$ cat src/rtl/gray_binary.sv
// Gray-to-binary receiver: decodes each accepted code, classifies the step from
// the previous code (up/down/repeat/illegal), counts illegal jumps, one-entry output register.
module gray_binary #(
  parameter int WIDTH     = 2,
  parameter int ERR_CNT_W = 8
) (
  input  logic                 clk,
  input  logic                 rst,
  input  logic                 in_valid,
  output logic                 in_ready,
  input  logic [WIDTH-1:0]     g,
  output logic                 out_valid,
  input  logic                 out_ready,
  output logic [WIDTH-1:0]     b,
  output logic [1:0]           dir,
  output logic                 step_err,
  output logic [ERR_CNT_W-1:0] err_count
);

  typedef enum logic {NOPREV, TRACK} state_t;

  state_t           state, state_nxt;
  logic             accept;
  logic [WIDTH-1:0] dec_b, prev_g, prev_b, diff;
  logic             single;
  logic [1:0]       dir_nxt;
  logic             err_nxt;

  assign in_ready = !out_valid || out_ready;
  assign accept   = in_valid && in_ready;

  always_comb begin
    dec_b = '0;
    dec_b[WIDTH-1] = g[WIDTH-1];
    for (int i = WIDTH-2; i >= 0; i--) dec_b[i] = dec_b[i+1] ^ g[i];
  end

  // Exactly one bit flipped: nonzero and a power of two.
  assign diff   = g ^ prev_g;
  assign single = (diff != '0) && ((diff & (diff - WIDTH'(1))) == '0);

  always_comb begin
    state_nxt = state;
    dir_nxt   = 2'b00;
    err_nxt   = 1'b0;
    if (accept) begin
      state_nxt = TRACK;
      if (state == TRACK && diff != '0) begin
        if (single && dec_b == prev_b + WIDTH'(1))      dir_nxt = 2'b01;
        else if (single && dec_b == prev_b - WIDTH'(1)) dir_nxt = 2'b10;
        else begin
          dir_nxt = 2'b11;
          err_nxt = 1'b1;
        end
      end
    end
  end

  always_ff @(posedge clk or posedge rst) begin
    if (rst) state <= NOPREV;
    else     state <= state_nxt;
  end

  // Reference follows every accept, illegal ones included, so checking resyncs.
  always_ff @(posedge clk or posedge rst) begin
    if (rst) begin
      prev_g <= '0;
      prev_b <= '0;
    end else if (accept) begin
      prev_g <= g;
      prev_b <= dec_b;
    end
  end

  always_ff @(posedge clk or posedge rst) begin
    if (rst) begin
      out_valid <= 1'b0;
      b         <= '0;
      dir       <= 2'b00;
      step_err  <= 1'b0;
    end else if (accept) begin
      out_valid <= 1'b1;
      b         <= dec_b;
      dir       <= dir_nxt;
      step_err  <= err_nxt;
    end else if (out_ready) begin
      out_valid <= 1'b0;
    end
  end

  always_ff @(posedge clk or posedge rst) begin
    if (rst)                                     err_count <= '0;
    else if (accept && err_nxt && err_count != '1) err_count <= err_count + ERR_CNT_W'(1);
  end

endmodule

$ cat config.mk
export PLATFORM = sky130hd
export DESIGN_NAME = gray_binary
export DESIGN_NICKNAME = d
export VERILOG_FILES = /design/src/rtl/gray_binary.sv
export SDC_FILE = /design/constraint.sdc
export NUM_CORES = 1
export LEC_CHECK = 0
export CELL_PAD_IN_SITES_DETAIL_PLACEMENT = 0
export CELL_PAD_IN_SITES_GLOBAL_PLACEMENT = 1
export CORE_MARGIN = 5
export CORE_UTILIZATION = 25
export CTS_CLUSTER_SIZE = 14
export DETAILED_ROUTE_END_ITERATION = 12
export PLACE_DENSITY = 0.64
export REMOVE_ABC_BUFFERS = 1
export SYNTH_ARGS = -nofsm -noshare
export SYNTH_HDL_FRONTEND = slang
export SYNTH_SLANG_ARGS = --single-unit
$ cat constraint.sdc
create_clock -name clk -period 2.8 [get_ports clk]
set_input_delay 0.28 -clock clk [delete_from_list [all_inputs] [get_ports clk]]
set_output_delay 0.28 -clock clk [all_outputs]
set_load 0.05 [all_outputs]
# After elaboration in Yosys (flattened, before gate mapping)
# Cells that the tools add are included.
# word_totals
regBits	17
in_bits	6
output_inout_bits	15
wordCells	38
# classes
addsub	4
n_eq_ne	3
muxes	9
bitwise_logic	3
n_reduce_logical	12
# op_table
cell	count
$add 8x1->8 const B	1
$ne 8x8->1 const B	1
$logic_and 1x1->1	7
$mux 1	7
$eq 2x2->1	2
$mux 2	2
$reduce_bool 2->1	2
$sub 2x1->2 const B	2
$add 2x1->2 const B	1
$and 2x2->2	1
$logic_not 2->1	1
$xor 2x2->2	1
$logic_not 1->1	1
$logic_or 1x1->1	1
$xor 1x1->1	1

# Depth between registers and ports, before layout
# Gate-level depths: netlist of run 1.
# depth
ltp_word	12
mapped_depth	7
mapped_depth_nobuf	6

# Worst setup path after synthesis of run 1
# No wires, ideal clock.
# synth_path
path_kind	register -> register
start	register out_valid
end	register prev_g[1]
arrival_time_ns	1.953
required_ns	2.675
setup_slack_ns	0.722
stages_incl_launch_ff	5
path_buffers	1
period_less_slack_ns	2.078
cell_sequence	dfrtp_1 nand2b_1 nand2_1 clkbuf_1 mux2_2
# synth_via
elab_chain_len	3
# synth_lines
item	line_no	source
start, declared	12	output logic out_valid,
start signal, assigned	77	out_valid <= 1'b0;
start signal, assigned	82	out_valid <= 1'b1;
start signal, assigned	87	out_valid <= 1'b0;
$logic_not 1->1	29	assign in_ready = !out_valid || out_ready;
$logic_or 1x1->1	29	
net in_ready	10	output logic in_ready,
$logic_and 1x1->1	30	assign accept = in_valid && in_ready;
end signal, assigned	70	prev_g <= g;
end, declared	24	logic [WIDTH-1:0] dec_b, prev_g, prev_b, diff;
# The timed path passes the listed nets, and every way through them passes these cells.
# A chain may end at the register's enable or synchronous reset.

# Worst setup path in the final report of run 1
# layout_path
start	input out_ready
end	output in_ready
# layout_via
elab_chain_len	1
# layout_lines
item	line_no	source
start, declared	13	input logic out_ready,
$logic_or 1x1->1	29	
end, declared	10	
# Every way passes these cells.

==> flow_metrics.py, run 1 <==
metrics = {
    "outcome": {
        "status": "finished clean",
    },
    "cts": {
        "clkTransAtPathRegs_ns": 0.09,
        "post_cts_resized": 0,
        "cts_setup_buffers": 0,
        "cts_tree": "built",
        "cts.htree.levels": 1,
        "root_buffer": "clkbuf_4",
        "clock_latency_ns": 0.28,
        "clock_path_buffers": 2,
        "cts_hold_buf": 0,
        "cts_num_sinks": 16,
        "numCtsBuffers": 3,
    },
    "route": {
        "wirelength_um": 1650,
        "drt_iter0_drc": 17,
        "drc": 0,
        "wl_met1_um": 647,
        "num_vias": 574,
        "first_pass_iters": 4,
        "routedWlPerCell_um": 12.0,
        "met3_length_um": 100,
        "drtAntennaViolNets": 0,
        "wl_met2_um": 893,
        "routed.top_layer": "met4",
        "avgViaCountPerCell": 4.19,
    },
    "cells_and_area": {
        "fin_nets": 101,
        "area_growth_pct": 30.9,
        "nFillCells": 348,
        "multiInputGateArea_um2": 400,
        "n_antenna_cell": 0,
        "drive_gt1_share_pct": 12.1,
        "layoutNonFillerInstCount": 137,
        "seqCellArea_um2": 400,
    },
    "sta": {
        "fmax_ghz": 0.486,
        "max_slew.worst_pin.slew_ns": 0.618,
        "fin_crit_sh_pct": 73.5,
        "tns_ns": 0,
        "period_needed_ns": 2.06,
        "hold_violations": 0,
        "drv_slew": 0,
        "max_slew_margin_pct": 58.8,
        "hold_ws_ns": 0.370,
        "finalSetupViolCount": 0,
        "skew_ns": 0.00109,
        "rsz0062_at_grt": "no",
    },
    "critical_path": {
        "arrival_ns": 1.78,
        "max_stage_delay_ns": 0.84,
        "cp.required_ns": 2.52,
        "crit_chain": "clkdlybuf4s50_1 > nand2b_1 > clkdlybuf4s50_1",
        "path_class": "in2out",
        "crit_buf_inv": 2,
        "ff2ff_setup_slack_ns": 1.00,
        "crit_top_cell": "clkdlybuf4s50_1",
        "critPathCaptureType": "output pin",
        "path_max_fanout": 4,
        "cpLargestDelayFamily": "buffers and inverters",
        "worst_setup_path_start_kind": "input pin",
        "cpMaxStageDelayCell": "clkdlybuf4s50_1",
    },
    "power": {
        "leakagePower_nw": 0.478,
        "p_per_area_mw_per_mm2": 890,
        "ir_drop_mv": 0.324,
    },
    "yosys": {
        "yosys-top-cells-area": "dfrtp_1 (48%), xor2_1 (9.4%), xnor2_1 (4.2%)",
        "avgSynthCellArea_um2": 11.8,
        "synth_enable_flop_cells": 0,
        "synth_warnings": 0,
        "synth_top_area_cell": "dfrtp_1",
        "ys_types": 25,
        "yosysTopAreaCellShare_pct": 48.0,
        "synthesis.area_um2": 835,
        "synth_ff_type": "dfrtp_1",
        "async_flop_share_pct": 100,
        "seq_area_frac_synth_pct": 48.0,
        "synth-seq-cells": 16,
        "synthesis.instances": 71,
    },
    "grt": {
        "grt_first_pass_wirelength_um": 2680,
        "grtUsageTotal_pct": 7.96,
        "antenna_found_initial": 0,
        "overflow": 0,
        "grt_start_max_net_pins": 17,
        "grt_pass1_vias": 611,
    },
    "die": {
        "die_x_um": 67.8,
        "rows": 21,
        "core-area_mm2": 0.00328,
        "start_util_pct": 25.4,
        "boundaryPins": 21,
        "fp.dieArea_mm2": 0.00459,
        "die_h_um": 67.8,
    },
    "place": {
        "gp_congestion": 0.772,
        "port_buffers": 20,
        "dpl.cell_count": 134,
        "place_hpwl_um": 1300,
    },
    "min_path": {
        "hp-class": "in2async",
    },
    "run": {
        "drv_cap": 0,
    },
}
==> cell usage after synthesis (all sizes together), types with 2 or more instances <==
| cell | count |
|---|---|
| ha | 2 |
| nor3 | 3 |
| mux2 | 3 |
| dfrtp | 16 |
| inv | 3 |
| a211oi | 2 |
| buf | 2 |
| xnor2 | 4 |
| nor2 | 2 |
| o21ai | 2 |
| xor2 | 9 |
| a21o | 2 |
| nand2 | 5 |
| nand3 | 4 |
| nor4 | 3 |
| nand2b | 4 |
==> worst register-to-register path: cells and delay by family (launching register included) <==
kind | cells | cell delay [ns]
AOI/OAI and AO/OA | 1 | 0.23
xor gates and xnor gates | 2 | 0.33
adders and majority gates | 1 | 0.18
DFF | 1 | 0.45
and+or+nand+nor | 2 | 0.54
==> cells in the final DEF, fill, tap and decap left out, types with 2 or more instances in the layout <==
cell,n
a21o_1,2
dfrtp_1,16
o21ai_0,2
nand2_1,5
a211oi_1,2
nand3_1,4
mux2_2,2
nor4_1,2
xor2_1,9
xnor2_1,4
ha_1,2
inv_1,3
nor3_1,3
nand2b_1,4
clkbuf_4,3
clkdlybuf4s50_1,20
==> report_power, final <==
part | total (mW) | internal, mW | switching [mW]
combinational | 0.499 | 0.184 | 0.315
sequential | 0.355 | 0.288 | 0.0673
clock | 0.118 | 0.0499 | 0.0684
==> final timing paths <==
check                      cells after the start            to       from
max                                            3      in_ready  out_ready
min                                            2  err_count[2]        rst
max reg2reg                                    6  err_count[7]  prev_g[1]
min reg2reg                                    1         state      state
max in group asynchronous                      2          b[0]        rst
min in group clk                               1         state      state
==> flip-flops by register name, summed over array words and instances, names as in the netlist <==
register	count
err_count	8
dir	2
prev_g	2
b	1
out_valid	1
state	1
step_err	1
==> layout make-up <==
class / count / share of cell area (%)
inverter: 3 / 1.03
multi-input combinational: 49 / 36.7
clock buffer: 3 / 2.06
sequential: 16 / 36.7
timing repair buffer: 20 / 18.3
tap: 46 / 5.27
==> metal layers <==
layer | global-route usage (%) | vias up
met2 | 14.8 | 13
met4 | 2.23 | 0
met5 | 0 | -
li1 | - | 284
met3 | 3.66 | 2
met1 | 7.83 | 275
==> stage by stage <==
stage	power, mW	setup WS [ns]	cell area, um^2	util [%]
after floorplan	0.701	0.818	812	-
after global placement	0.860	0.617	1070	32.6
after detailed placement	0.867	0.604	1070	32.6
after CTS	0.992	0.731	1090	33.3
after global routing	1.03	0.703	1090	33.3
final	0.972	0.742	1090	33.3
==> logic make-up after synthesis <==
| logic type | after synthesis | share of synthesized area, % |
|---|---|---|
| AND/OR/NAND/NOR | 22 | 14.4 |
| flip-flops | 16 | 48.0 |
| XOR/XNOR | 14 | 16.5 |
| AO/OA/AOI/OAI | 8 | 9.59 |
| buffers and inverters | 6 | 4.05 |
| multiplexers | 3 | 4.50 |
| adder cells (fa/ha/maj) | 2 | 3.00 |
Power figures use the tool's default switching activity.
==> run 2: changes to the inputs <==
PLACE_DENSITY = 0.66   (was 0.64)
clock period = 1.7 ns   (was 2.8 ns; I/O delays follow)
==> flow_metrics.py, run 2 (synthesized netlist as in run 1, its figures left out) <==
metrics = {
    "outcome": {
        "status": "finished, violations left",
        "violations": "setup timing",
    },
    "critical_path": {
        "critPathCaptureType": "register",
        "path_class": "in2reg",
        "arrival_ns": 1.88,
        "worst_setup_path_start_kind": "input pin",
        "path_max_fanout": 8,
        "cp.required_ns": 1.87,
    },
    "sta": {
        "hold_violations": 0,
        "skew_ns": 0.00558,
        "drv_slew": 0,
        "fin_ws_ns": -0.00446,
        "fmax_ghz": 0.587,
        "rsz0062_at_grt": "yes",
        "max_slew.worst_pin.slew_ns": 0.495,
        "fin_crit_sh_pct": 100,
        "period_needed_ns": 1.70,
        "tns_ns": -0.00446,
        "max_slew_margin_pct": 66.9,
        "finalSetupViolCount": 1,
    },
    "cts": {
        "numCtsBuffers": 3,
        "cts_tree": "built",
        "clock_path_buffers": 2,
        "clock_latency_ns": 0.28,
        "cts_hold_buf": 0,
        "cts_num_sinks": 16,
        "root_buffer": "clkbuf_4",
        "clkTransAtPathRegs_ns": 0.10,
        "cts.htree.levels": 1,
    },
    "die": {
        "core-area_mm2": 0.00328,
        "rows": 21,
        "boundaryPins": 21,
        "fp.dieArea_mm2": 0.00459,
        "die_x_um": 67.8,
        "die_h_um": 67.8,
        "start_util_pct": 25.4,
    },
    "min_path": {
        "hp-class": "in2async",
    },
    "cells_and_area": {
        "regMostFlops": "err_count",
        "fin_nets": 115,
        "final_cell_mix": "buf_4 (24), dfrtp_1 (16), xor2_1 (9)",
        "n_antenna_cell": 0,
        "nFillCells": 347,
        "drive_gt1_share_pct": 40.6,
        "area_growth_pct": 50.7,
        "top_regs": "err_count x8, dir x2, prev_g x2",
        "layout_commonest_cell": "buf_4",
        "largest_reg_flops": 8,
    },
    "grt": {
        "grt_pass1_vias": 645,
        "grtUsageTotal_pct": 8.53,
        "overflow": 0,
        "antenna_found_initial": 0,
        "grt_first_pass_wirelength_um": 2900,
        "grt_start_max_net_pins": 17,
    },
    "route": {
        "first_pass_iters": 4,
        "drc": 0,
        "drt_iter0_drc": 7,
        "routedWlPerCell_um": 11.7,
        "avgViaCountPerCell": 4.14,
        "drtAntennaViolNets": 0,
        "wirelength_um": 1780,
        "num_vias": 629,
    },
    "run": {
        "drv_cap": 0,
    },
    "place": {
        "port_buffers": 20,
        "place_ws_ns": -0.253,
        "gp_congestion": 0.762,
        "place_hpwl_um": 1380,
    },
    "power": {
        "p_total_mw": 1.78,
        "ir_drop_mv": 0.432,
        "p_per_area_mw_per_mm2": 1420,
        "leakagePower_nw": 0.597,
    },
}
==> run 2: final cells by class <==
type                       count  area, um^2  share of cell area [%]
clock buffer                   4        36.3                    2.89
tap                           46        57.6                    4.58
multi-input combinational     49         459                    36.5
inverter                       3        11.3                   0.896
sequential                    16         400                    31.8
timing repair buffer          34         293                    23.3
==> run 2: worst paths after layout <==
path                       cells past startpoint            to       from  slack [ns]
max                                            6  err_count[1]       g[0]      -0.004
min                                            3  err_count[3]        rst        0.19
max reg2reg                                    6  err_count[1]  prev_g[1]        0.04
min reg2reg                                    1        dir[0]     dir[0]        0.48
max in group asynchronous                      3  err_count[2]        rst        1.33
min in group clk                               3     prev_g[1]       g[1]        0.32
==> run 2: where the power goes <==
| group | total, mW | switching, mW | internal [mW] | leakage (nW) |
|---|---|---|---|---|
| clock | 0.250 | 0.120 | 0.130 | 0.0210 |
| combinational | 0.950 | 0.584 | 0.366 | 0.382 |
| sequential | 0.582 | 0.107 | 0.474 | 0.195 |
| total | 1.78 | 0.811 | 0.971 | 0.597 |
==> run 2: timing repair <==
action / in CTS / in global routing
pin swaps: 0 / 7
buffers inserted: 0 / 5
gates resized for setup: 1 / 10
setup endpoints to repair: 3 / 7
==> run 2: metrics by stage <==
step	cell area [um^2]	hold slack, ns	utilization [%]	instances
floorplan	812	0.0837	-	68
global placement	1120	0.462	34.2	143
detailed placement	1120	0.461	34.2	143
CTS	1160	0.185	35.5	147
global route	1260	0.225	38.3	152
finish	1260	0.186	38.3	152
==> run 2: worst max-delay path: stages <==
cell and delay (ns):
clkdlybuf4s50_1 0.44, buf_4 0.16, xnor3_2 0.38, o21bai_4 0.36, nor2_4 0.06, mux2_4 0.30
==> run 2: per-layer routing <==
metal  wire length [um]  global-route usage (%)
met1                714                    8.81
met2                985                    16.2
met4                  7                    4.47
met3                 69                    1.50
met5                  0                       0
